### src/rtl/redun_to_binary_serializer_if.sv
// Handshake bundle for redun_to_binary_serializer: redundant vector in, canonical word stream out.
// slave is the serializer's view; master is the upstream producer / downstream consumer view.
interface redun_to_binary_serializer_if #(
  parameter int NUM_ELEMENTS = 66,
  parameter int DSP_BIT_LEN  = 17,
  parameter int WORD_LEN     = 16
);

  localparam int CARRY_LEN = DSP_BIT_LEN - WORD_LEN + 1;

  logic [NUM_ELEMENTS-1:0][DSP_BIT_LEN-1:0] i_dat;
  logic                                     i_val;
  logic                                     o_rdy;
  logic [WORD_LEN-1:0]                      o_dat;
  logic                                     o_val;
  logic                                     i_rdy;
  logic                                     o_sop;
  logic                                     o_eop;
  logic [CARRY_LEN-1:0]                     o_carry;

  modport slave (
    input  i_dat, i_val, i_rdy,
    output o_rdy, o_dat, o_val, o_sop, o_eop, o_carry
  );

  modport master (
    output i_dat, i_val, i_rdy,
    input  o_rdy, o_dat, o_val, o_sop, o_eop, o_carry
  );

endinterface

### src/rtl/redun_to_binary_serializer.sv
// Redundant-to-binary serializer: resolves a coefficient vector's carries LSW first and streams canonical words.
// Define REDUN_SER_DBUF_EN to add a second capture buffer so the next vector can queue while one streams.
module redun_to_binary_serializer #(
  parameter int NUM_ELEMENTS = 66,
  parameter int DSP_BIT_LEN  = 17,
  parameter int WORD_LEN     = 16
) (
  input logic                         i_clk,
  input logic                         i_rst,
  redun_to_binary_serializer_if.slave bus
);

  localparam int CARRY_LEN = DSP_BIT_LEN - WORD_LEN + 1;
  localparam int VEC_LEN   = NUM_ELEMENTS * DSP_BIT_LEN;
  localparam int IDX_W     = $clog2(NUM_ELEMENTS + 1);
  localparam logic [IDX_W-1:0] LAST_IDX = IDX_W'(NUM_ELEMENTS - 1);
  localparam logic [IDX_W-1:0] NUM_IDX  = IDX_W'(NUM_ELEMENTS);
  localparam logic ONE_ELEMENT = (NUM_ELEMENTS == 1);

  typedef enum logic [1:0] {IDLE, LOAD, STREAM} state_t;

  state_t               state;
  logic [VEC_LEN-1:0]   buf_q;
  logic [CARRY_LEN-1:0] carry_q;
  logic [IDX_W-1:0]     idx_q;
  logic [WORD_LEN-1:0]  dat_q;
  logic                 val_q;
  logic                 sop_q;
  logic                 eop_q;
  logic [CARRY_LEN-1:0] ocarry_q;
  logic                 rdy;
  logic                 accept;
  logic [DSP_BIT_LEN:0] sum;
  logic [WORD_LEN-1:0]  sum_word;
  logic [CARRY_LEN-1:0] sum_carry;

  // buf_q shifts down one coefficient per word, so the element being resolved is always the low slice.
  assign sum       = {1'b0, buf_q[DSP_BIT_LEN-1:0]} + {{WORD_LEN{1'b0}}, carry_q};
  assign sum_word  = sum[WORD_LEN-1:0];
  assign sum_carry = sum[DSP_BIT_LEN:WORD_LEN];

`ifdef REDUN_SER_DBUF_EN
  logic [VEC_LEN-1:0] buf2_q;
  logic               full2_q;
  logic               handoff;

  // handoff only steers registers, so i_rdy never reaches o_rdy combinationally.
  assign rdy     = !i_rst && !full2_q;
  assign handoff = (state == STREAM) && bus.i_rdy && eop_q;
`else
  assign rdy = !i_rst && (state == IDLE);
`endif

  assign accept = bus.i_val && rdy;

  assign bus.o_rdy   = rdy;
  assign bus.o_dat   = dat_q;
  assign bus.o_val   = val_q;
  assign bus.o_sop   = sop_q;
  assign bus.o_eop   = eop_q;
  assign bus.o_carry = ocarry_q;

  always_ff @(posedge i_clk) begin
    if (i_rst) begin
      state    <= IDLE;
      buf_q    <= '0;
      carry_q  <= '0;
      idx_q    <= '0;
      dat_q    <= '0;
      val_q    <= 1'b0;
      sop_q    <= 1'b0;
      eop_q    <= 1'b0;
      ocarry_q <= '0;
`ifdef REDUN_SER_DBUF_EN
      buf2_q   <= '0;
      full2_q  <= 1'b0;
`endif
    end else begin
`ifdef REDUN_SER_DBUF_EN
      if (accept && (state != IDLE) && !handoff) begin
        buf2_q  <= bus.i_dat;
        full2_q <= 1'b1;
      end
`endif
      case (state)
        IDLE: begin
          if (accept) begin
            buf_q   <= bus.i_dat;
            idx_q   <= '0;
            carry_q <= '0;
            state   <= LOAD;
          end
        end
        LOAD: begin
          dat_q    <= sum_word;
          carry_q  <= sum_carry;
          val_q    <= 1'b1;
          sop_q    <= 1'b1;
          eop_q    <= ONE_ELEMENT;
          ocarry_q <= ONE_ELEMENT ? sum_carry : '0;
          idx_q    <= IDX_W'(1);
          buf_q    <= buf_q >> DSP_BIT_LEN;
          state    <= STREAM;
        end
        STREAM: begin
          if (bus.i_rdy) begin
            if (eop_q) begin
              val_q    <= 1'b0;
              sop_q    <= 1'b0;
              eop_q    <= 1'b0;
              ocarry_q <= '0;
              idx_q    <= '0;
              carry_q  <= '0;
`ifdef REDUN_SER_DBUF_EN
              // The queued vector always goes first; a fresh one is taken directly only when the queue is empty.
              if (full2_q) begin
                buf_q   <= buf2_q;
                full2_q <= 1'b0;
                state   <= LOAD;
              end else if (accept) begin
                buf_q <= bus.i_dat;
                state <= LOAD;
              end else begin
                state <= IDLE;
              end
`else
              state <= IDLE;
`endif
            end else if (idx_q < NUM_IDX) begin
              dat_q    <= sum_word;
              carry_q  <= sum_carry;
              sop_q    <= 1'b0;
              eop_q    <= (idx_q == LAST_IDX);
              ocarry_q <= (idx_q == LAST_IDX) ? sum_carry : '0;
              idx_q    <= idx_q + IDX_W'(1);
              buf_q    <= buf_q >> DSP_BIT_LEN;
            end
          end
        end
        default: state <= IDLE;
      endcase
    end
  end

endmodule
### src/flat_wrapper.sv
// flat-port wrapper written by rule: the top's interface ports become plain ports
module redun_to_binary_serializer_flat 
#(
  parameter int NUM_ELEMENTS = 66,
  parameter int DSP_BIT_LEN  = 17,
  parameter int WORD_LEN     = 16
)
  (i_clk, i_rst, bus_i_dat, bus_i_val, bus_i_rdy, bus_o_rdy, bus_o_dat, bus_o_val, bus_o_sop, bus_o_eop, bus_o_carry);
  redun_to_binary_serializer_if #(.NUM_ELEMENTS(NUM_ELEMENTS), .DSP_BIT_LEN(DSP_BIT_LEN), .WORD_LEN(WORD_LEN)) bus_i ();
  input logic i_clk;
  input logic i_rst;
  input wire logic [$bits(bus_i.i_dat)-1:0] bus_i_dat;
  input wire logic [$bits(bus_i.i_val)-1:0] bus_i_val;
  input wire logic [$bits(bus_i.i_rdy)-1:0] bus_i_rdy;
  output wire logic [$bits(bus_i.o_rdy)-1:0] bus_o_rdy;
  output wire logic [$bits(bus_i.o_dat)-1:0] bus_o_dat;
  output wire logic [$bits(bus_i.o_val)-1:0] bus_o_val;
  output wire logic [$bits(bus_i.o_sop)-1:0] bus_o_sop;
  output wire logic [$bits(bus_i.o_eop)-1:0] bus_o_eop;
  output wire logic [$bits(bus_i.o_carry)-1:0] bus_o_carry;
  assign bus_i.i_dat = bus_i_dat;
  assign bus_i.i_val = bus_i_val;
  assign bus_i.i_rdy = bus_i_rdy;
  assign bus_o_rdy = bus_i.o_rdy;
  assign bus_o_dat = bus_i.o_dat;
  assign bus_o_val = bus_i.o_val;
  assign bus_o_sop = bus_i.o_sop;
  assign bus_o_eop = bus_i.o_eop;
  assign bus_o_carry = bus_i.o_carry;
  redun_to_binary_serializer #(.NUM_ELEMENTS(NUM_ELEMENTS), .DSP_BIT_LEN(DSP_BIT_LEN), .WORD_LEN(WORD_LEN)) u_core (.i_clk(i_clk), .i_rst(i_rst), .bus(bus_i));
endmodule
### config.mk
export PLATFORM = sky130hd
export DESIGN_NAME = redun_to_binary_serializer_flat
export DESIGN_NICKNAME = d
export VERILOG_FILES = /design/src/rtl/redun_to_binary_serializer_if.sv /design/src/rtl/redun_to_binary_serializer.sv /design/src/flat_wrapper.sv
export SDC_FILE = /design/constraint.sdc
export NUM_CORES = 2
export LEC_CHECK = 0
export ABC_AREA = 1
export BUFFER_PORTS_ARGS = -buffer_cell sky130_fd_sc_hd__buf_2
export CAP_MARGIN = 20
export CORE_AREA = 2 2 441 443
export CTS_BUF_LIST = sky130_fd_sc_hd__clkbuf_4 sky130_fd_sc_hd__clkbuf_8 sky130_fd_sc_hd__clkbuf_16
export CTS_CLUSTER_DIAMETER = 120
export DETAILED_ROUTE_END_ITERATION = 10
export DIE_AREA = 0 0 443 445
export PLACE_DENSITY = 0.53
export SYNTH_ARGS = -nofsm -noshare
export SYNTH_HDL_FRONTEND = slang
export SYNTH_SLANG_ARGS = --single-unit
### constraint.sdc
create_clock -name i_clk -period 2.05 [get_ports i_clk]
set_clock_uncertainty 0.05 [all_clocks]
set_input_delay 0.205 -clock i_clk [delete_from_list [all_inputs] [get_ports i_clk]]
set_output_delay 0.205 -clock i_clk [all_outputs]
set_load 0.02 [all_outputs]
== Yosys cells after proc, flatten, opt, wreduce, memory -nomap -nowiden ==
Cells that the tools add are included.
W data, S select, Z words.
Operators by class
  add/subtract/negate cells: 2
  $lt $le $gt $ge: 1
  equality and inequality tests: 9
  mux-type cells: 39
  reduce and logical (&&, ||, !) cells: 13
Operator list (count)
  $mux W1122: 4
  $pmux W1122 S3: 1
  $mux W16: 3
  $pmux W16 S2: 1
  $mux W7: 4
  $mux W2: 11
  $pmux W7 S3: 1
  $add A17 B2 Y18: 1
  $pmux W2 S3: 2
  $reduce_and A3 Y1: 3
  $mux W1: 8
  $reduce_and A4 Y1: 2
  $add A7 B1 Y7 const B: 1
  $eq A7 B7 Y1 const B: 1
  $lt A7 B7 Y1 const B: 1
  $ne A2 B1 Y1 const B: 3
  $pmux W1 S2: 3
  $reduce_and A5 Y1: 1
  $ne A2 B2 Y1 const B: 2
  $pmux W2 S2: 1
  $ne A3 B1 Y1 const B: 1
  $reduce_bool A3 Y1: 1
  $eq A2 B1 Y1 const B: 1
  $eq A2 B2 Y1 const B: 1
  5 further kinds: 6
Storage, ports and cells
  register bits: 1154
  output and inout port bits: 22
  logic and storage cells: 73

== Longest topological paths before layout ==
  depth after elaboration: 6
  gate-level depth with buffers: 13
  mapped depth without buffers: 11

== Least setup slack after synthesis ==
Ideal clock, no wire load.
  path type: flip-flop to flip-flop
  start point: reg u_core.state[0]
  end point: reg u_core.buf_q[921]
  setup time: 64 ps
  arrival: 1893 ps
  data required time: 1936 ps
  path slack: 43 ps
  stages on the path, launching flop included: 11
  cells stage by stage: dfxtp_1 inv_1 ha_1 inv_2 clkbuf_1 clkbuf_1 clkbuf_1 nand2_1 nand3_1 nand2_1 nor2_1
On the way
  longest elaborated chain between the ends: 5
Ends and longest elaborated chain
  from (decl): line redun_to_binary_serializer.sv:22  | state_t state;
  from (signal assigned): line redun_to_binary_serializer.sv:65  | state <= IDLE;
  from (signal assigned): line redun_to_binary_serializer.sv:91  | state <= LOAD;
  from (signal assigned): line redun_to_binary_serializer.sv:103  | state <= STREAM;
  $logic_not A2 Y1: line redun_to_binary_serializer.sv:51, redun_to_binary_serializer.sv:85
  $logic_and A1 B1 Y1: line redun_to_binary_serializer.sv:51  | assign rdy = !i_rst && (state == IDLE);
  $logic_and A1 B1 Y1: line redun_to_binary_serializer.sv:54  | assign accept = bus.i_val && rdy;
  $ne A2 B1 Y1 (no source line)
  $reduce_and A5 Y1 (no source line)
  to (signal assigned): line redun_to_binary_serializer.sv:88  | buf_q <= bus.i_dat;
  to (signal assigned): line redun_to_binary_serializer.sv:102  | buf_q <= buf_q >> DSP_BIT_LEN;
  to (signal assigned): line redun_to_binary_serializer.sv:136  | buf_q <= buf_q >> DSP_BIT_LEN;
  to (decl): line redun_to_binary_serializer.sv:23  | logic [VEC_LEN-1:0] buf_q;
Parallel ways exist; a longest one is shown, timed or not.
A chain may end at the register's enable or synchronous reset.

== Worst setup path after layout ==
  start point: reg u_core.state[0]
  end point: reg u_core.buf_q[1109]
The elaborated chain is that of the path after synthesis.

==> impl_metrics.ini <==
[synth]
synth_commonest_cells = nand2_1, nor2_1, dfxtp_1, nand3_1, clkbuf_1
yosysMostFrequentCell = nand2_1
yosys_most_used_dff = dfxtp_1
ys_seq_area_share_pct = 43.0
synthDistinctLibCells = 21
avgSynthCellArea_um2 = 6.16
syn-instance-count = 8724
synth_edf_count = 0
yosysTopAreaCellShare_pct = 43.0
netlist_area_um2 = 53700
ys_top_cells_by_area = dfxtp_1, nand2_1, nor2_1
yosysWarnings = 0
synth_largest_area_cell = dfxtp_1
synth_fp_nets = 9860
ys_ff_latch = 1154
ys_async_sr_fraction_pct = 0

[setup_path]
worst-path-buf-inv = 4
cp_top_family = buffers and inverters
crit_cells = 13
cp_slowest_cell = dfxtp_2
endpoint_kind = register
path_cells = inv_4 > ha_4 > nand2_4 > nand2_4 > nor2_4 > nand2_2 > nor2_4 > buf_12 > buf_4 > buf_16 > nand2_1 > o21ai_0 > nor2_1
critPathLaunch = u_core.state[0]
cpPeakStageDelay_ns = 0.35
crit_arrival_ns = 2.87
r2r-end = u_core.buf_q[1109]
worst-r2r-setup-slack_ns = -0.18
cp_max_fo = 56
crit_end = u_core.buf_q[1109]
ff2ff_path_depth = 13
crit_type = reg -> reg
required_ns = 2.69
cp-start-kind = register
r2r_start = u_core.state[0]

[cts]
worstSkewPairLatency_ns = 0.81
cts.sinks = 1154
cts_tree = yes
cts_max_path_buffers = 3
cts-root-buf = clkbuf_16
cts_buffers = 145
cts_max_level = 4
clk_pin_slew_ns = 0.06

[timing]
max_freq_mhz = 449
period_share_pct = 109
finalSetupViolations = 870
tightest_slew_ns = 0.979
period_needed_ns = 2.23
rsz0062_at_grt = true
hold_violations = 0
slew_headroom_pct = 34.7
report.final.slew_viol_count = 0
setup_ws_ns = -0.179

[outcome]
status = complete, but fails checks
failed_checks = setup timing

[floorplan]
io_pins = 1148
dieWidth_um = 443
die_h_um = 445
core-area_um2 = 192000
die-area_um2 = 197000
rows = 161
start_util_pct = 28.0

[global_routing]
antenna_found_initial = 133
grt_pass1_vias = 62800
grt-ovfl-total = 0
grt_usage_pct = 26.2
grt_pass1_wl_um = 391000
grt_max_degree = 195

[drt]
drtIter0Drc = 5092
wl_um = 271000
dr_total_vias = 64700
via_per_inst = 4.71
drtPass1Iterations = 6
ant_nets = 0
wl_per_cell_um = 19.7
drc = 0

[cells_and_area]
area_delta_synth_final_pct = 54.4
utilization_pct = 43.2
design_area_um2 = 83000
final_cells = 13700
drive_gt1_share_pct = 17.9
fin_nets = 12100

[power_and_ir_drop]
power_density_nw_per_um2 = 1540
leakagePower_nw = 39.8
vdd_drop_max_mv = 0.841
power_mw = 128

[job]
max_cap_viol_count = 0

[placement]
port_buffers = 1147
dpl-instance-area_um2 = 64000
place_congestion = 0.929
hpwl_um = 196000
dp_slack_ns = -0.338
placed_cells = 12100

[hold_path]
hp-class = in -> reg
[worst min path at each step]
| stage | startpoint | endpoint | depth (start not counted) |
|---|---|---|---|
| 6_report | bus_i_dat[339] | u_core.buf_q[339] | 6 |
| 5_1_grt | bus_i_dat[383] | u_core.buf_q[383] | 6 |
| 4_1_cts | bus_i_dat[389] | u_core.buf_q[389] | 6 |
| 3_5_place_dp | u_core.buf_q[930] | u_core.buf_q[930] | 2 |
| 3_3_place_gp | u_core.bus.o_sop | u_core.bus.o_sop | 2 |
| 2_1_floorplan | i_rst | u_core.bus.o_eop | 1 |
[placed cells by master (no fill, tap or decap), types with 34 or more instances in the layout]
master,count
nand2_1,3388
nor2_1,2281
dfxtp_1,1152
buf_2,1146
dlygate4sd3_1,1126
nand3_1,1061
buf_4,246
clkbuf_16,168
buf_12,112
diode_2,109
nand3_2,55
o21ai_0,38
buf_6,36
clkbuf_8,34
clkbuf_4,34
buf_16,34
[routing by layer]
layer  track usage (%)  vias up  wire length (um)  part of all wire (%)
met5                 0        -               180                 0.066
met4              19.4       22             21300                   7.8
met3              4.57      853             14900                   5.5
met2              43.7     2428            128000                    47
met1              30.1    29700            107000                    39
li1                  -    31700                 -                     -
[cell families after synthesis]
| family | count (synthesis) | synth area share (%) |
|---|---|---|
| compound gates | 56 | 0.522 |
| xor+xnor | 12 | 0.196 |
| fa+ha+maj | 10 | 0.247 |
| buf+inv | 658 | 5.67 |
| flops | 1154 | 43.0 |
| simple gates | 6834 | 50.4 |
[repair_timing]
item,4_1_cts,5_1_grt
buffers inserted,25,22
hold endpoints to repair,1129,0
resized for setup,147,100
cloned,20,20
hold buffers,1126,0
setup endpoints to repair,1107,1139
pin swaps,15,20
[area by class of cell]
class,count,area [um^2]
inverter,32,140
clock inverter,49,462
multi-input combinational,6912,28100
clock buffer,216,4430
sequential,1154,23100
antenna,109,273
fill,20000,109000
timing repair buffer,2736,23300
tap,2526,3160
[tightest hold or removal path: cells and delay by family]
family        cells  cell delay (ns)
buf+inv           2             0.60
simple gates      4             0.23
[power by group]
part / switching [mW] / internal (mW) / total [mW]
Combinational: 38.9 / 26.6 / 65.5
Sequential: 5.15 / 30.7 / 35.8
Clock: 10.8 / 15.5 / 26.4
Total: 54.9 / 72.8 / 128
[through the flow]
stage,hold WS [ns],TNS (ns)
finish,0.226,-55.99
global route,0.228,-138.15
CTS,0.160,-69.22
detailed placement,0.418,-219.37
global placement,0.406,-188.34
floorplan,0.224,0
[sequential cells by signal, indices dropped and copies added, names as in the netlist]
| register | count |
|---|---|
| u_core.buf_q | 1122 |
| u_core.bus.o_dat | 16 |
| u_core.idx_q | 7 |
| u_core.bus.o_carry | 2 |
| u_core.carry_q | 2 |
| u_core.state | 2 |
| u_core.bus.o_eop | 1 |
| u_core.bus.o_sop | 1 |
| u_core.bus.o_val | 1 |
No activity file was read; power rests on OpenSTA's default activity.
